[src/rtl/seq_ctrl_pkg.sv]
// Shared types and defaults for the detector stream sequencer.
// Build option SEQ_CTRL_HIT_LOG_EN adds a per-index hit mask output to seq_stream_ctrl.
package seq_ctrl_pkg;

   localparam int DEF_DATA_W   = 20;
   localparam int DEF_CNT_W    = 5;
   localparam int DEF_FLAG_LAT = 0;

   typedef enum logic [1:0] {
      IDLE  = 2'd0,
      RUN   = 2'd1,
      DRAIN = 2'd2,
      DONE  = 2'd3
   } state_e;

   // A zero or oversized request means "send the whole word".
   function automatic int unsigned clamp_len(input int unsigned req, input int unsigned max_len);
      return ((req == 0) || (req > max_len)) ? max_len : req;
   endfunction

endpackage

[src/rtl/seq_ctrl_shifter.sv]
// Parallel-load, LSB-first shift register with a running bit index.
module seq_ctrl_shifter #(
   parameter int DATA_W = 20,
   parameter int IDX_W  = 6
) (
   input  logic              clk,
   input  logic              rst,
   input  logic              load,
   input  logic              shift,
   input  logic [DATA_W-1:0] data_in,
   output logic              bit_out,
   output logic [IDX_W-1:0]  bit_idx
);

   logic [DATA_W-1:0] shreg_q, shreg_d;
   logic [IDX_W-1:0]  idx_q, idx_d;

   always_comb begin
      shreg_d = shreg_q;
      idx_d   = idx_q;
      if (load) begin
         shreg_d = data_in;
         idx_d   = '0;
      end else if (shift) begin
         shreg_d = {1'b0, shreg_q[DATA_W-1:1]};
         idx_d   = idx_q + IDX_W'(1);
      end
   end

   always_ff @(posedge clk or negedge rst) begin
      if (!rst) begin
         shreg_q <= '0;
         idx_q   <= '0;
      end else begin
         shreg_q <= shreg_d;
         idx_q   <= idx_d;
      end
   end

   assign bit_out = shreg_q[0];
   assign bit_idx = idx_q;

endmodule

[src/rtl/seq_stream_ctrl.sv]
// Streams a parallel word into a serial sequence detector and tallies its flags.
// Define SEQ_CTRL_HIT_LOG_EN to add the hit_mask output.
module seq_stream_ctrl
   import seq_ctrl_pkg::*;
#(
   parameter int DATA_W   = DEF_DATA_W,
   parameter int CNT_W    = DEF_CNT_W,
   parameter int FLAG_LAT = DEF_FLAG_LAT
) (
   input  logic              clk,
   input  logic              rst,
   input  logic              start,
   input  logic [DATA_W-1:0] data_in,
   input  logic [CNT_W-1:0]  len,
   output logic              seq_out,
   output logic              seq_vld,
   output logic              det_rst,
   input  logic              flag_in,
   output logic              busy,
   output logic              done,
   output logic [CNT_W-1:0]  hit_cnt,
   output logic [CNT_W-1:0]  first_hit,
   output logic              first_vld
`ifdef SEQ_CTRL_HIT_LOG_EN
   ,
   output logic [DATA_W-1:0] hit_mask
`endif
);

   // One extra index bit so len + FLAG_LAT never wraps.
   localparam int IDX_W = CNT_W + 1;
   localparam logic [IDX_W-1:0] LAT_V = IDX_W'(FLAG_LAT);

   state_e            state_q, state_d;
   logic [CNT_W-1:0]  len_q, len_d;
   logic [CNT_W-1:0]  hit_cnt_q, hit_cnt_d;
   logic [CNT_W-1:0]  first_hit_q, first_hit_d;
   logic              first_vld_q, first_vld_d;

   logic              load, active, shift_bit, attr_ok, hit;
   logic [IDX_W-1:0]  bit_idx, len_ext;
   logic [CNT_W-1:0]  len_clamped, attr_idx;
   logic              run_last, drain_last;

   assign active      = (state_q == RUN) || (state_q == DRAIN);
   assign load        = (state_q == IDLE) && start;
   assign len_clamped = CNT_W'(clamp_len(32'(len), DATA_W));
   assign len_ext     = {1'b0, len_q};
   assign run_last    = (bit_idx == len_ext - IDX_W'(1));
   assign drain_last  = (bit_idx == len_ext + LAT_V - IDX_W'(1));
   assign attr_idx    = CNT_W'(bit_idx - LAT_V);

   // Flags that arrive before the first FLAG_LAT bits cannot belong to this run.
   if (FLAG_LAT == 0) begin : g_no_lat
      assign attr_ok = 1'b1;
   end else begin : g_lat
      assign attr_ok = (bit_idx >= LAT_V);
   end

   assign hit = active && flag_in && attr_ok;

   seq_ctrl_shifter #(
      .DATA_W (DATA_W),
      .IDX_W  (IDX_W)
   ) u_shifter (
      .clk     (clk),
      .rst     (rst),
      .load    (load),
      .shift   (active),
      .data_in (data_in),
      .bit_out (shift_bit),
      .bit_idx (bit_idx)
   );

   always_comb begin
      state_d     = state_q;
      len_d       = len_q;
      hit_cnt_d   = hit_cnt_q;
      first_hit_d = first_hit_q;
      first_vld_d = first_vld_q;
      case (state_q)
         IDLE: begin
            if (start) begin
               state_d     = RUN;
               len_d       = len_clamped;
               hit_cnt_d   = '0;
               first_hit_d = '0;
               first_vld_d = 1'b0;
            end
         end
         RUN:     if (run_last) state_d = (FLAG_LAT > 0) ? DRAIN : DONE;
         DRAIN:   if (drain_last) state_d = DONE;
         DONE:    state_d = IDLE;
         default: state_d = IDLE;
      endcase
      if (hit) begin
         if (hit_cnt_q != '1) hit_cnt_d = hit_cnt_q + CNT_W'(1);
         if (!first_vld_q) begin
            first_hit_d = attr_idx;
            first_vld_d = 1'b1;
         end
      end
   end

   always_ff @(posedge clk or negedge rst) begin
      if (!rst) begin
         state_q     <= IDLE;
         len_q       <= '0;
         hit_cnt_q   <= '0;
         first_hit_q <= '0;
         first_vld_q <= 1'b0;
      end else begin
         state_q     <= state_d;
         len_q       <= len_d;
         hit_cnt_q   <= hit_cnt_d;
         first_hit_q <= first_hit_d;
         first_vld_q <= first_vld_d;
      end
   end

`ifdef SEQ_CTRL_HIT_LOG_EN
   logic [DATA_W-1:0] hit_mask_q, hit_mask_d;

   for (genvar gi = 0; gi < DATA_W; gi++) begin : g_mask
      assign hit_mask_d[gi] = !load && (hit_mask_q[gi] || (hit && (attr_idx == CNT_W'(gi))));
   end

   always_ff @(posedge clk or negedge rst) begin
      if (!rst) hit_mask_q <= '0;
      else      hit_mask_q <= hit_mask_d;
   end

   assign hit_mask = hit_mask_q;
`endif

   assign seq_vld   = (state_q == RUN);
   assign seq_out   = seq_vld && shift_bit;
   assign det_rst   = active;
   assign busy      = active;
   assign done      = (state_q == DONE);
   assign hit_cnt   = hit_cnt_q;
   assign first_hit = first_hit_q;
   assign first_vld = first_vld_q;

endmodule

[config.mk]
export PLATFORM = sky130hd
export DESIGN_NAME = seq_stream_ctrl
export DESIGN_NICKNAME = d
export VERILOG_FILES = /design/src/rtl/seq_ctrl_pkg.sv /design/src/rtl/seq_ctrl_shifter.sv /design/src/rtl/seq_stream_ctrl.sv
export SDC_FILE = /design/constraint.sdc
export NUM_CORES = 1
export LEC_CHECK = 0
export BUFFER_PORTS_ARGS = -buffer_cell sky130_fd_sc_hd__buf_4
export CORE_UTILIZATION = 54
export CTS_CLUSTER_SIZE = 40
export DETAILED_ROUTE_END_ITERATION = 10
export PLACE_DENSITY = 0.79
export SLEW_MARGIN = 20
export SYNTH_ARGS = -nofsm -noshare
export SYNTH_HDL_FRONTEND = slang
export SYNTH_HIERARCHICAL = 1
export SYNTH_SLANG_ARGS = --single-unit
[constraint.sdc]
create_clock -name clk -period 2.2 [get_ports clk]
set_clock_uncertainty 0.1 [all_clocks]
set_input_delay 0.66 -clock clk [delete_from_list [all_inputs] [get_ports clk]]
set_output_delay 0.66 -clock clk [all_outputs]
set_load 0.005 [all_outputs]
==> results.py <==
metrics = {
    "outcome": {
        "outcome": "complete, no violations",
    },
    "yosys": {
        "ys.flop_type": "dfrtp_1",
        "syn_avg_cell_area_sq_um": 9.72,
        "yosysTopAreaCell": "dfrtp_1",
        "synth_sequential_area_ratio_pct": 50.3,
        "syn-cell-area_sq_um": 2190,
        "synthCells": 225,
        "syn_nets": 262,
        "yosysWarnings": 6,
        "yosysTopAreaCellShare_pct": 50.3,
        "synth_area_leaders": "dfrtp_1 (50%), mux2i_1 (9.6%), o21ai_0 (8.9%)",
        "synth.distinct_cells": 30,
        "async_flop_share_pct": 100,
        "synth_edf_count": 0,
        "yosys-top-cells-count": "dfrtp_1 (44), nand2_1 (44), o21ai_0 (39)",
        "ys_ff_latch": 44,
    },
    "detailed_routing": {
        "first_pass_iters": 4,
        "wl_microns": 4140,
        "vias_per_cell": 5.31,
        "ant_nets": 0,
        "drt_iter0_markers": 70,
        "routedWlPerCell_microns": 12.9,
        "dr_total_vias": 1703,
        "drc": 0,
    },
    "floorplanning": {
        "core_area_sq_um": 3770,
        "io_pins": 45,
        "die-height_microns": 65.6,
        "die_area_sq_um": 4310,
        "initial_core_util_pct": 58.0,
        "rows": 22,
        "die_w_microns": 65.6,
    },
    "placement": {
        "place_inst": 313,
        "dpl.hpwl_microns": 2960,
        "io_buffers": 44,
        "pre_cts_slack_ps": 258,
        "placed_cell_area_sq_um": 2570,
        "globalplace.congestion": 0.769,
    },
    "finish": {
        "diodes": 0,
        "design_area_sq_um": 2670,
        "layout.nets": 309,
        "stdcell_count": 321,
        "area_growth_pct": 21.9,
        "drive_above_1_share_pct": 22.0,
    },
    "global_routing": {
        "grt_first_pass_wirelength_microns": 7280,
        "grt_pass1_vias": 1712,
        "antenna_found_initial": 0,
        "grt_max_degree": 45,
        "grt_use_total_pct": 22.5,
        "gr-total-overflow": 0,
    },
    "power": {
        "power_frac_seq_pct": 44.2,
        "power_switching_w": 0.00117,
        "clockPowerShare_pct": 15.8,
        "p_leak_nw": 1.34,
        "pwr-share-comb_pct": 40.0,
        "power_w": 0.00323,
        "ir_drop_mv": 0.705,
        "switching_share_pct": 36.3,
        "power.internal_w": 0.00206,
        "p_per_area_nw_per_um2": 1210,
    },
    "sta": {
        "setup-violations-final": 0,
        "fmax_mhz": 480,
        "rsz0062_at_grt": "false",
        "setup_slack_ps": 115,
        "fin_setup_tns_ps": 0,
        "fin_crit_sh_pct": 94.8,
        "hold_viol": 0,
        "period_needed_ps": 2080,
        "slew_headroom_pct": 64.0,
        "drv_slew": 0,
        "worst_slew_pin_slew_ps": 540,
    },
    "clocking": {
        "cts_made_buffers": 5,
        "clkLatencyLatePin_ps": 290,
        "ctsHoldBuffers": 0,
        "postCtsSetupBuffers": 0,
        "cts_resized": 0,
        "htree_levels": 2,
        "cts_tree": "built",
        "cts_sinks": 44,
        "clk_path_buf_depth": 2,
        "clkSlewWorstSetupHoldPaths_ps": 70,
        "cts-root-buf": "clkbuf_8",
    },
    "run": {
        "drv_cap": 0,
    },
    "critical_path": {
        "crit_fanout": 7,
        "crit_required_ps": 1440,
        "cp-end-kind": "output port",
        "cp.arrival_ps": 1320,
        "startpoint_type": "flop",
        "critical_path_class": "flop to output port",
    },
    "worst_hold_path": {
        "hold_class": "input pin to async pin",
    },
}
-- power groups by stage --
stage	Clock [W]	Combinational, W	Sequential, W
after global placement	0	0.00126	0.00143
after floorplan	0	0.000926	0.00136
after CTS	0.000521	0.00130	0.00143
after global routing	0.000557	0.00148	0.00147
final	0.000510	0.00129	0.00143
after detailed placement	0	0.00129	0.00144
-- final timing paths --
kind,startpoint,end,slack [ps],cells past startpoint
worst max-delay path,state_q[0]$_DFFE_PN0P_,det_rst,120,3
worst min-delay path,rst,u_shifter/shreg_q[11]$_DFFE_PN0P_,250,1
worst max register to register,hit_cnt[0]$_DFF_PN0_,hit_cnt[2]$_DFF_PN0_,210,7
worst min register to register,first_vld$_DFF_PN0_,first_vld$_DFF_PN0_,420,1
max in group asynchronous,rst,len_q[4]$_DFFE_PN0P_,1390,1
min in group clk,first_vld$_DFF_PN0_,first_vld$_DFF_PN0_,420,1
-- registers in the layout, summed over array words and instances (netlist names) --
signal             flops
len_q                  5
u_shifter/bit_idx      6
state_q                2
first_hit              5
first_vld              1
u_shifter/shreg_q     20
hit_cnt                5
-- cell type report --
| class | instances | area, sq um |
|---|---|---|
| Fill cell | 296 | 1100 |
| Sequential cell | 44 | 1100 |
| Multi-Input combinational cell | 164 | 1010 |
| Timing Repair Buffer | 51 | 383 |
| Clock buffer | 8 | 90.1 |
| Tap cell | 48 | 60.1 |
| Inverter | 6 | 22.5 |
-- metal layers --
metal	up-vias	wire [microns]	part of all wire [%]	global-route usage [%]
met1	804	1890	46	27.7
li1	866	-	-	-
met3	7	136	3.3	5.03
met5	-	0	0	0
met2	26	2050	50	37.6
met4	0	65	1.6	9.51
-- per-stage QoR --
step           util, %  hold slack (ps)
5_1_grt           70.7              290
2_1_floorplan        -              264
3_3_place_gp      68.2              406
4_1_cts           70.6              267
6_report          70.7              250
3_5_place_dp      68.2              408
-- cell usage in the layout (no fill, tap or decap), drive strengths merged, types with 3 or more instances in the layout --
master  instances
buf            51
nor2           10
clkbuf          8
nand2b          4
o21ai          39
nor4            3
nand2          44
inv             6
dfrtp          44
nand4           4
ha              8
xnor2           5
xor2            4
nand3           4
mux2i          21
-- worst max-delay path: stages, from the launching register on --
cell     delay (ps)
dfrtp_1         410
inv_1            80
ha_2            410
buf_4           140
-- logic make-up after synthesis --
family | Yosys count | synth area share (%)
mux | 21 | 9.61
compound gates | 48 | 11.7
xor+xnor | 9 | 3.60
fa+ha+maj | 8 | 4.58
flops | 44 | 50.3
simple gates | 78 | 16.5
buf+inv | 17 | 3.60
Power figures use the tool's default switching activity.
